[src/rtl/grayscale_mmio_rd_rsp.sv]
// MMIO read responder for the grayscale AFU: queues CCI-P MMIO read requests,
// decodes DFH / AFU ID / CSR reads and returns one registered response per cycle.
module grayscale_mmio_rd_rsp #(
    parameter logic [63:0] AFU_ID_L   = 64'h0,
    parameter logic [63:0] AFU_ID_H   = 64'h0,
    parameter logic [23:0] DFH_NEXT   = 24'h000400,
    parameter int unsigned FIFO_DEPTH = 4
) (
    input  logic        clk,
    input  logic        reset_n,
    input  logic        req_valid,
    input  logic [15:0] req_addr,
    input  logic [1:0]  req_len,
    input  logic [8:0]  req_tid,
    input  logic [63:0] ctrl_value,
    input  logic [63:0] dsm_base,
    input  logic [63:0] status,
    input  logic        rsp_hold,
    output logic        rsp_valid,
    output logic [8:0]  rsp_tid,
    output logic [63:0] rsp_data,
    output logic        ovf_err
);

    localparam int unsigned PTR_W = $clog2(FIFO_DEPTH);
    localparam int unsigned CNT_W = PTR_W + 1;
    localparam logic [63:0] DFH   = {4'h1, 19'b0, 1'b0, DFH_NEXT, 16'h0000};

    typedef struct packed {
        logic [15:0] addr;
        logic [1:0]  len;
        logic [8:0]  tid;
    } req_t;

    req_t             mem [FIFO_DEPTH];
    req_t             head;
    logic [PTR_W-1:0] wr_ptr;
    logic [PTR_W-1:0] rd_ptr;
    logic [CNT_W-1:0] count;
    logic [63:0]      resp_cnt;
    logic [63:0]      reg_val;
    logic [63:0]      rd_data;
    logic             empty;
    logic             full;
    logic             push;
    logic             pop;
    logic             drop;

    assign empty = (count == '0);
    assign full  = (count == CNT_W'(FIFO_DEPTH));
    assign pop   = !empty && !rsp_hold;
    // A full queue still accepts a request when the head leaves in the same cycle.
    assign push  = req_valid && (!full || pop);
    assign drop  = req_valid && full && !pop;

    always_ff @(posedge clk) begin
        if (push) begin
            mem[wr_ptr] <= '{addr: req_addr, len: req_len, tid: req_tid};
        end
    end

    always_ff @(posedge clk or negedge reset_n) begin
        if (!reset_n) begin
            wr_ptr <= '0;
            rd_ptr <= '0;
            count  <= '0;
        end else begin
            if (push) wr_ptr <= wr_ptr + PTR_W'(1);
            if (pop)  rd_ptr <= rd_ptr + PTR_W'(1);
            case ({push, pop})
                2'b10:   count <= count + CNT_W'(1);
                2'b01:   count <= count - CNT_W'(1);
                default: count <= count;
            endcase
        end
    end

    // Decode works on the 64-bit register index; the dword LSB only selects a half for 4-byte reads.
    always_comb begin
        head    = mem[rd_ptr];
        reg_val = '0;
        case (head.addr[15:1])
            15'd0:   reg_val = DFH;
            15'd1:   reg_val = AFU_ID_L;
            15'd2:   reg_val = AFU_ID_H;
            15'd5:   reg_val = ctrl_value;
            15'd6:   reg_val = dsm_base;
            15'd7:   reg_val = status;
            15'd8:   reg_val = resp_cnt;
            default: reg_val = '0;
        endcase
        if (head.len == 2'd0) begin
            rd_data = {32'h0, head.addr[0] ? reg_val[63:32] : reg_val[31:0]};
        end else begin
            rd_data = reg_val;
        end
    end

    always_ff @(posedge clk or negedge reset_n) begin
        if (!reset_n) begin
            rsp_valid <= 1'b0;
            rsp_tid   <= '0;
            rsp_data  <= '0;
            resp_cnt  <= '0;
            ovf_err   <= 1'b0;
        end else begin
            rsp_valid <= pop;
            if (pop) begin
                rsp_tid  <= head.tid;
                rsp_data <= rd_data;
                resp_cnt <= resp_cnt + 64'd1;
            end
            if (drop) ovf_err <= 1'b1;
        end
    end

endmodule

[config.mk]
export PLATFORM = sky130hd
export DESIGN_NAME = grayscale_mmio_rd_rsp
export DESIGN_NICKNAME = d
export VERILOG_FILES = /design/src/rtl/grayscale_mmio_rd_rsp.sv
export SDC_FILE = /design/constraint.sdc
export NUM_CORES = 1
export LEC_CHECK = 0
export BUFFER_PORTS_ARGS = -buffer_cell sky130_fd_sc_hd__buf_4
export CAP_MARGIN = 40
export CORE_MARGIN = 2
export CORE_UTILIZATION = 30
export CTS_BUF_LIST = sky130_fd_sc_hd__clkbuf_16
export DETAILED_ROUTE_END_ITERATION = 16
export PLACE_DENSITY = 0.55
export SETUP_SLACK_MARGIN = 0.05
export SYNTH_ARGS = -nofsm -noshare
export SYNTH_HDL_FRONTEND = slang
export SYNTH_SLANG_ARGS = --single-unit
[constraint.sdc]
create_clock -name clk -period 2.8 [get_ports clk]
set_input_delay 0 -clock clk [delete_from_list [all_inputs] [get_ports clk]]
set_output_delay 0 -clock clk [all_outputs]
set_load 0.1 [all_outputs]
# [Word-level counts from Yosys, hierarchy flattened]
# Memories as Yosys holds them, arrays and structs flattened.
# Index checks and enable logic that the tools add are counted.
[word_totals] ramBits=108 in_bits=223 output_inout_bits=75 register_bits=146 mem_count=1 elab_cells=40
[memory_table] name="mem" words=4 width=27 rd=1 rd_ports_with_merged_regs=0 write_ports=1 line_no="35" rtl="req_t mem [FIFO_DEPTH];"
[op_classes] addsub=5 mux=6 n_eq_ne=7 n_reduce_logical=13
[ops] op="one-hot mux 64 bit (5 select lines)" count=1
[ops] op="adder 64 x 1 -> 64 bit (second input constant)" count=1
[ops] op="2-to-1 mux 64 bit" count=1
[ops] op="== test 15 x 3 -> 1 bit (second input constant)" count=3
[ops] op="2-to-1 mux 32 bit" count=1
[ops] op="== test 15 x 4 -> 1 bit (second input constant)" count=1
[ops] op="logical NOT 15 bit" count=1
[ops] op="one-hot mux 3 bit (2 select lines)" count=1
[ops] op="adder 2 x 1 -> 2 bit (second input constant)" count=2
[ops] op="logical AND 1 bit" count=4
[ops] op="logical NOT 1 bit" count=4
[ops] op="adder 3 x 1 -> 3 bit (second input constant)" count=1
[ops] op="== test 3 bit (second input constant)" count=1
[ops] op="logical NOT 3 bit" count=1
[ops] op="subtractor 3 x 1 -> 3 bit (second input constant)" count=1
[ops] op="== test 2 x 1 -> 1 bit (second input constant)" count=1
[ops] op="== test 2 bit (second input constant)" count=1
[ops] op="logical NOT 2 bit" count=1
[ops] op="2-to-1 mux 1 bit" count=2
[ops] op="nonzero test 2 bit" count=1
[ops] op="logical OR 1 bit" count=1

# [Logic depth before layout (Yosys ltp)]
[logic_depth] depth_word=7 ltp_mapped=12 ltp_nobuf=10

# [Worst setup path after synthesis]
# OpenSTA, ideal clock, no wires.
[synth_path] path_kind="register to register" from="reg count[0]" to="reg count[2]" slack_ns=0.203 synth_period_minus_slack_ns=2.597 t_arrival_ns=2.518 setup_ns=0.079 path_buffers=3 stages_incl_launch_ff=13 cell_sequence="dfrtp_1 -> nor3_1 -> or2_1 -> clkbuf_1 -> inv_1 -> clkbuf_1 -> buf_1 -> ha_1 -> inv_1 -> fa_1 -> xor2_1 -> nor2_1 -> xor2_1"
[synth_via] elab_chain_len=7 elab_cells_between_ends=13 cone_classes="add/sub (2); eq/ne (3); mux (1); reduce/logical (7)"
[synth_rtl] item="from (decl)" line_no="39" rtl="logic [CNT_W-1:0] count;"
[synth_rtl] item="from (signal assigned)" line_no="71" rtl="2'b10: count <= count + CNT_W'(1);"
[synth_rtl] item="from (signal assigned)" line_no="72" rtl="2'b01: count <= count - CNT_W'(1);"
[synth_rtl] item="from (signal assigned)" line_no="73" rtl="default: count <= count;"
[synth_rtl] item="logical NOT 3 bit *" line_no="49" rtl="assign empty = (count == '0);"
[synth_rtl] item="logical NOT 1 bit *" line_no="51" rtl="assign pop = !empty && !rsp_hold;"
[synth_rtl] item="logical AND 1 bit *" line_no="51"
[synth_rtl] item="named net pop" line_no="46" rtl="logic pop;"
[synth_rtl] item="logical OR 1 bit" line_no="53" rtl="assign push = req_valid && (!full || pop);"
[synth_rtl] item="logical AND 1 bit" line_no="53"
[synth_rtl] item="== test 2 x 1 -> 1 bit or == test 2 bit (tied branches)" line_no="70" rtl="case ({push, pop})"
[synth_rtl] item="one-hot mux 3 bit (2 select lines) or nonzero test 2 bit (tied branches)"
# The timed path passes the listed nets; every way through them passes the cells marked *.
# A chain may end at the register's enable or synchronous reset.

# [Worst setup path after layout]
[layout_path] from="reg rd_ptr[0]" to="reg rsp_data[15]"
[layout_via] elab_chain_len=5 elab_cells_between_ends=10 cone_classes="eq/ne (4); mux (3); reduce/logical (2); memory (1)"
[layout_rtl] item="from (decl)" line_no="38" rtl="logic [PTR_W-1:0] rd_ptr;"
[layout_rtl] item="from (signal assigned)" line_no="69" rtl="if (pop) rd_ptr <= rd_ptr + PTR_W'(1);"
[layout_rtl] item="memory (4 x 27 bit) *"
[layout_rtl] item="== test 15 x 4 -> 1 bit, or another cell as far along" line_no="82" rtl="case (head.addr[15:1])"
[layout_rtl] item="one-hot mux 64 bit (5 select lines)" line_no="82"
[layout_rtl] item="2-to-1 mux 32 bit" line_no="93" rtl="rd_data = {32'h0, head.addr[0] ? reg_val[63:32] : reg_val[31:0]};"
[layout_rtl] item="2-to-1 mux 64 bit *" line_no="92" rtl="if (head.len == 2'd0) begin"
[layout_rtl] item="to (signal assigned)" line_no="110" rtl="rsp_data <= rd_data;"
[layout_rtl] item="to (decl)" line_no="21" rtl="output logic [63:0] rsp_data,"
# Mark *: on every way between the ends. The rest lies on a longest branch, timed or not.

==> impl_metrics.env <==
export IMPL_cts_inserted_buffers=28
export IMPL_die_area_um2=41200
export IMPL_path_depth=9
export IMPL_tightest_slew_ns=0.528
export IMPL_ir_drop_mv=0.803
export IMPL_io_buffers=297
export IMPL_skew_ns=0.0301
export IMPL_wire_per_inst_um=20.0
export IMPL_design_core_area_um2=38800
export IMPL_r2r_start="rd_ptr[0]"
export IMPL_via_count=10100
export IMPL_critical_path_top_delay_family="compound AO/OA/AOI/OAI gates"
export IMPL_final_common_cell="buf_4"
export IMPL_netlist_instances=1004
export IMPL_worst_path_buf_inv=3
export IMPL_holdWs_ns=-0.000369
export IMPL_place_hpwl_mm=28.1
export IMPL_setup_slack_ns=0.0784
export IMPL_rsz0062_at_grt="false"
export IMPL_status="finished, violations left"
export IMPL_async_reset_ff_frac=0.575
export IMPL_finalWirelength_mm=41.2
export IMPL_start_util=0.306
export IMPL_post_route_cells_drive_above_1_share=0.268
export IMPL_crit_path_end="rsp_data[15]"
export IMPL_reg2reg_depth=9
export IMPL_crit_path_start="rd_ptr[0]"
export IMPL_syn_nets=1234
export IMPL_htree_levels=1
export IMPL_final_util=0.460
export IMPL_die_y_um=203
export IMPL_reg2reg_to="rsp_data[15]"
export IMPL_grt_remaining_overflow=0
export IMPL_worst_ep_required_time_ns=3.30
export IMPL_ant_nets=0
export IMPL_path_clk_slew_ns=0.06
export IMPL_violations="hold timing"
export IMPL_remaining_drc_errors=0
export IMPL_dp_cells=1809
export IMPL_synth_seq_cells=254
export IMPL_cts_tree="built"
export IMPL_cts_root_buf="clkbuf_16"
export IMPL_ys_types=54
export IMPL_clk_latency_ns=0.56
export IMPL_powerDensity_nw_per_um2=699
export IMPL_yosysWarnings=0
export IMPL_max_freq_mhz=367
export IMPL_path_max_fanout=31
export IMPL_yosys_top_cells_area="dfrtp_1 (31%), edfxtp_1 (27%), mux2i_1 (5.5%)"
export IMPL_ioPinCount=298
export IMPL_slowest_stage="mux4_2"
export IMPL_crit_path_cell_trace="buf_4 > mux4_2 > or2_4 > a2111oi_4 > buf_4 > clkbuf_16 > a22o_1 > o31a_1 > a22o_1"
export IMPL_die_w_um=203
export IMPL_gp_congestion=0.796
export IMPL_layout_common_cells="buf_4 (334), dlygate4sd3_1 (192), nand2_1 (153)"
export IMPL_critical_path_class="reg2reg"
export IMPL_antenna_found_initial=2
export IMPL_firstDrtPassIters=5
export IMPL_grt_total_usage=0.195
export IMPL_hold_path_class="in2reg"
export IMPL_viasPerCell=4.92
export IMPL_critPathCaptureType="register"
export IMPL_relSlewSlack=0.644
export IMPL_ys_seq_area_frac=0.581
export IMPL_clockBufferDepth=3
export IMPL_layout_min_cycle_time_ns=2.72
export IMPL_avgSynthCellArea_um2=11.8
export IMPL_leakagePower_nw=7.66
export IMPL_dp_worst_setup_slack_ns=0.0487
export IMPL_synth_top_area_share=0.308
export IMPL_rows=72
export IMPL_cap_violations=0
export IMPL_hold_violations=1
export IMPL_start_kind="register"
export IMPL_layout_cells_non_filler=2060
export IMPL_netlist_top_cell_by_area="dfrtp_1"
export IMPL_syn_area_um2=11900
export IMPL_nNetsFinal=1748
export IMPL_grt_max_degree=63
export IMPL_timing_final_crit_share=0.972
export IMPL_synth_ff_type="dfrtp_1"
export IMPL_grt_pass1_wl_mm=61.8
export IMPL_grt_pass1_vias=10600
export IMPL_maxSlewViolCount=0
export IMPL_slowest_delay_ns=0.53
export IMPL_drt_initial_drc_count=559
export IMPL_r2r_slack_ns=0.08
export IMPL_setup_tns_ns=0
export IMPL_areaGrowthSynthToFinish_pct=50.3
export IMPL_setup_viol=0
export IMPL_critical_path_arrival_ns=3.22
export IMPL_synth_edff_count=108
export IMPL_cts_sinks=254
worst register-to-register path, delay by kind of cell, from the launching register on:
family | cells | cell delay [ns]
flops | 1 | 0.43
compound gates | 4 | 0.85
mux | 1 | 0.53
simple gates | 1 | 0.30
buf+inv | 3 | 0.57
worst min-delay path by stage:
stage                       startpoint      endpoint  cells past startpoint
after floorplan                reset_n      count[0]                      0
after global placement         reset_n  rsp_data[47]                      1
after detailed placement       reset_n  rsp_data[47]                      1
after CTS                  dsm_base[4]   rsp_data[4]                      4
after global routing      dsm_base[22]  rsp_data[22]                      4
final                     dsm_base[19]  rsp_data[19]                      4
power breakdown:
| group | switching, mW | internal [mW] | total [mW] | leakage, nW |
|---|---|---|---|---|
| combinational | 2.61 | 1.73 | 4.35 | 4.26 |
| sequential | 0.249 | 4.42 | 4.67 | 2.96 |
| clock | 1.51 | 1.96 | 3.46 | 0.439 |
metrics by stage:
| step | power (mW) | instance area, um^2 | hold slack (ns) |
|---|---|---|---|
| finish | 12.5 | 17800 | -0.000369 |
| global route | 13.1 | 17800 | 0.00417 |
| CTS | 12.6 | 17800 | 0.00337 |
| detailed placement | 8.77 | 15000 | 0.00222 |
| global placement | 8.73 | 15000 | -0.00209 |
| floorplan | 7.28 | 11900 | -0.296 |
cells in the mapped netlist, types with 2 or more instances:
| library cell | instances |
|---|---|
| or2_1 | 2 |
| o31ai_1 | 3 |
| inv_1 | 15 |
| a21oi_1 | 5 |
| nor3_1 | 10 |
| edfxtp_1 | 108 |
| o21ai_1 | 16 |
| a221oi_1 | 6 |
| and2_1 | 6 |
| o31a_1 | 25 |
| buf_2 | 11 |
| and4_1 | 9 |
| nand3b_1 | 2 |
| o2bb2ai_1 | 4 |
| o211ai_1 | 9 |
| xnor2_1 | 48 |
| xor2_1 | 21 |
| nor4_1 | 10 |
| nand4_1 | 16 |
| buf_1 | 4 |
| nor2_1 | 88 |
| clkbuf_1 | 32 |
| buf_4 | 4 |
| o2111ai_1 | 25 |
| a211oi_1 | 5 |
| a41o_1 | 2 |
| ha_1 | 6 |
| a22o_1 | 51 |
| mux2i_1 | 65 |
| dfrtp_1 | 146 |
| nand2_1 | 154 |
| mux4_2 | 14 |
| nand3_1 | 30 |
| nor4b_1 | 2 |
| buf_6 | 4 |
| and3_1 | 14 |
| o21ai_0 | 14 |
| a21o_1 | 2 |
metal layers:
| layer | global-route usage | wire length [um] | share of wire |
|---|---|---|---|
| met1 | 0.253 | 17800 | 0.43 |
| met2 | 0.330 | 19500 | 0.47 |
| met3 | 0.0327 | 2470 | 0.060 |
| met4 | 0.0647 | 1350 | 0.033 |
| met5 | 0 | 0 | 0 |
area by class of cell:
cell class,instances,area (um^2)
fillers,3585,21000
flip-flops and latches,254,6900
multi-input cells,680,4690
repair buffers,539,4690
clock buffers,29,726
well taps,518,648
clock inverters,23,130
inverters,15,56.3
diodes,2,5.00
sequential cells by signal, indices dropped and copies added (netlist names):
name	count
rsp_data	64
count	3
rsp_valid	1
ovf_err	1
mem	108
resp_cnt	64
wr_ptr	2
rsp_tid	9
rd_ptr	2
repair_timing:
action	in CTS	in global routing
resized for setup	0	6
endpoints found under the hold margin	322	0
setup endpoints to repair	0	44
hold buffers	193	0
buffers inserted	0	3
logic make-up after synthesis:
group / after synthesis / synth area share
flip-flops: 254 / 0.581
buffers and inverters: 70 / 0.0271
AND/OR/NAND/NOR: 350 / 0.133
AO/OA/AOI/OAI: 175 / 0.119
adder cells (fa/ha/maj): 7 / 0.00801
multiplexers: 79 / 0.0814
XOR/XNOR: 69 / 0.0509
(Power assumes the default switching activity.)
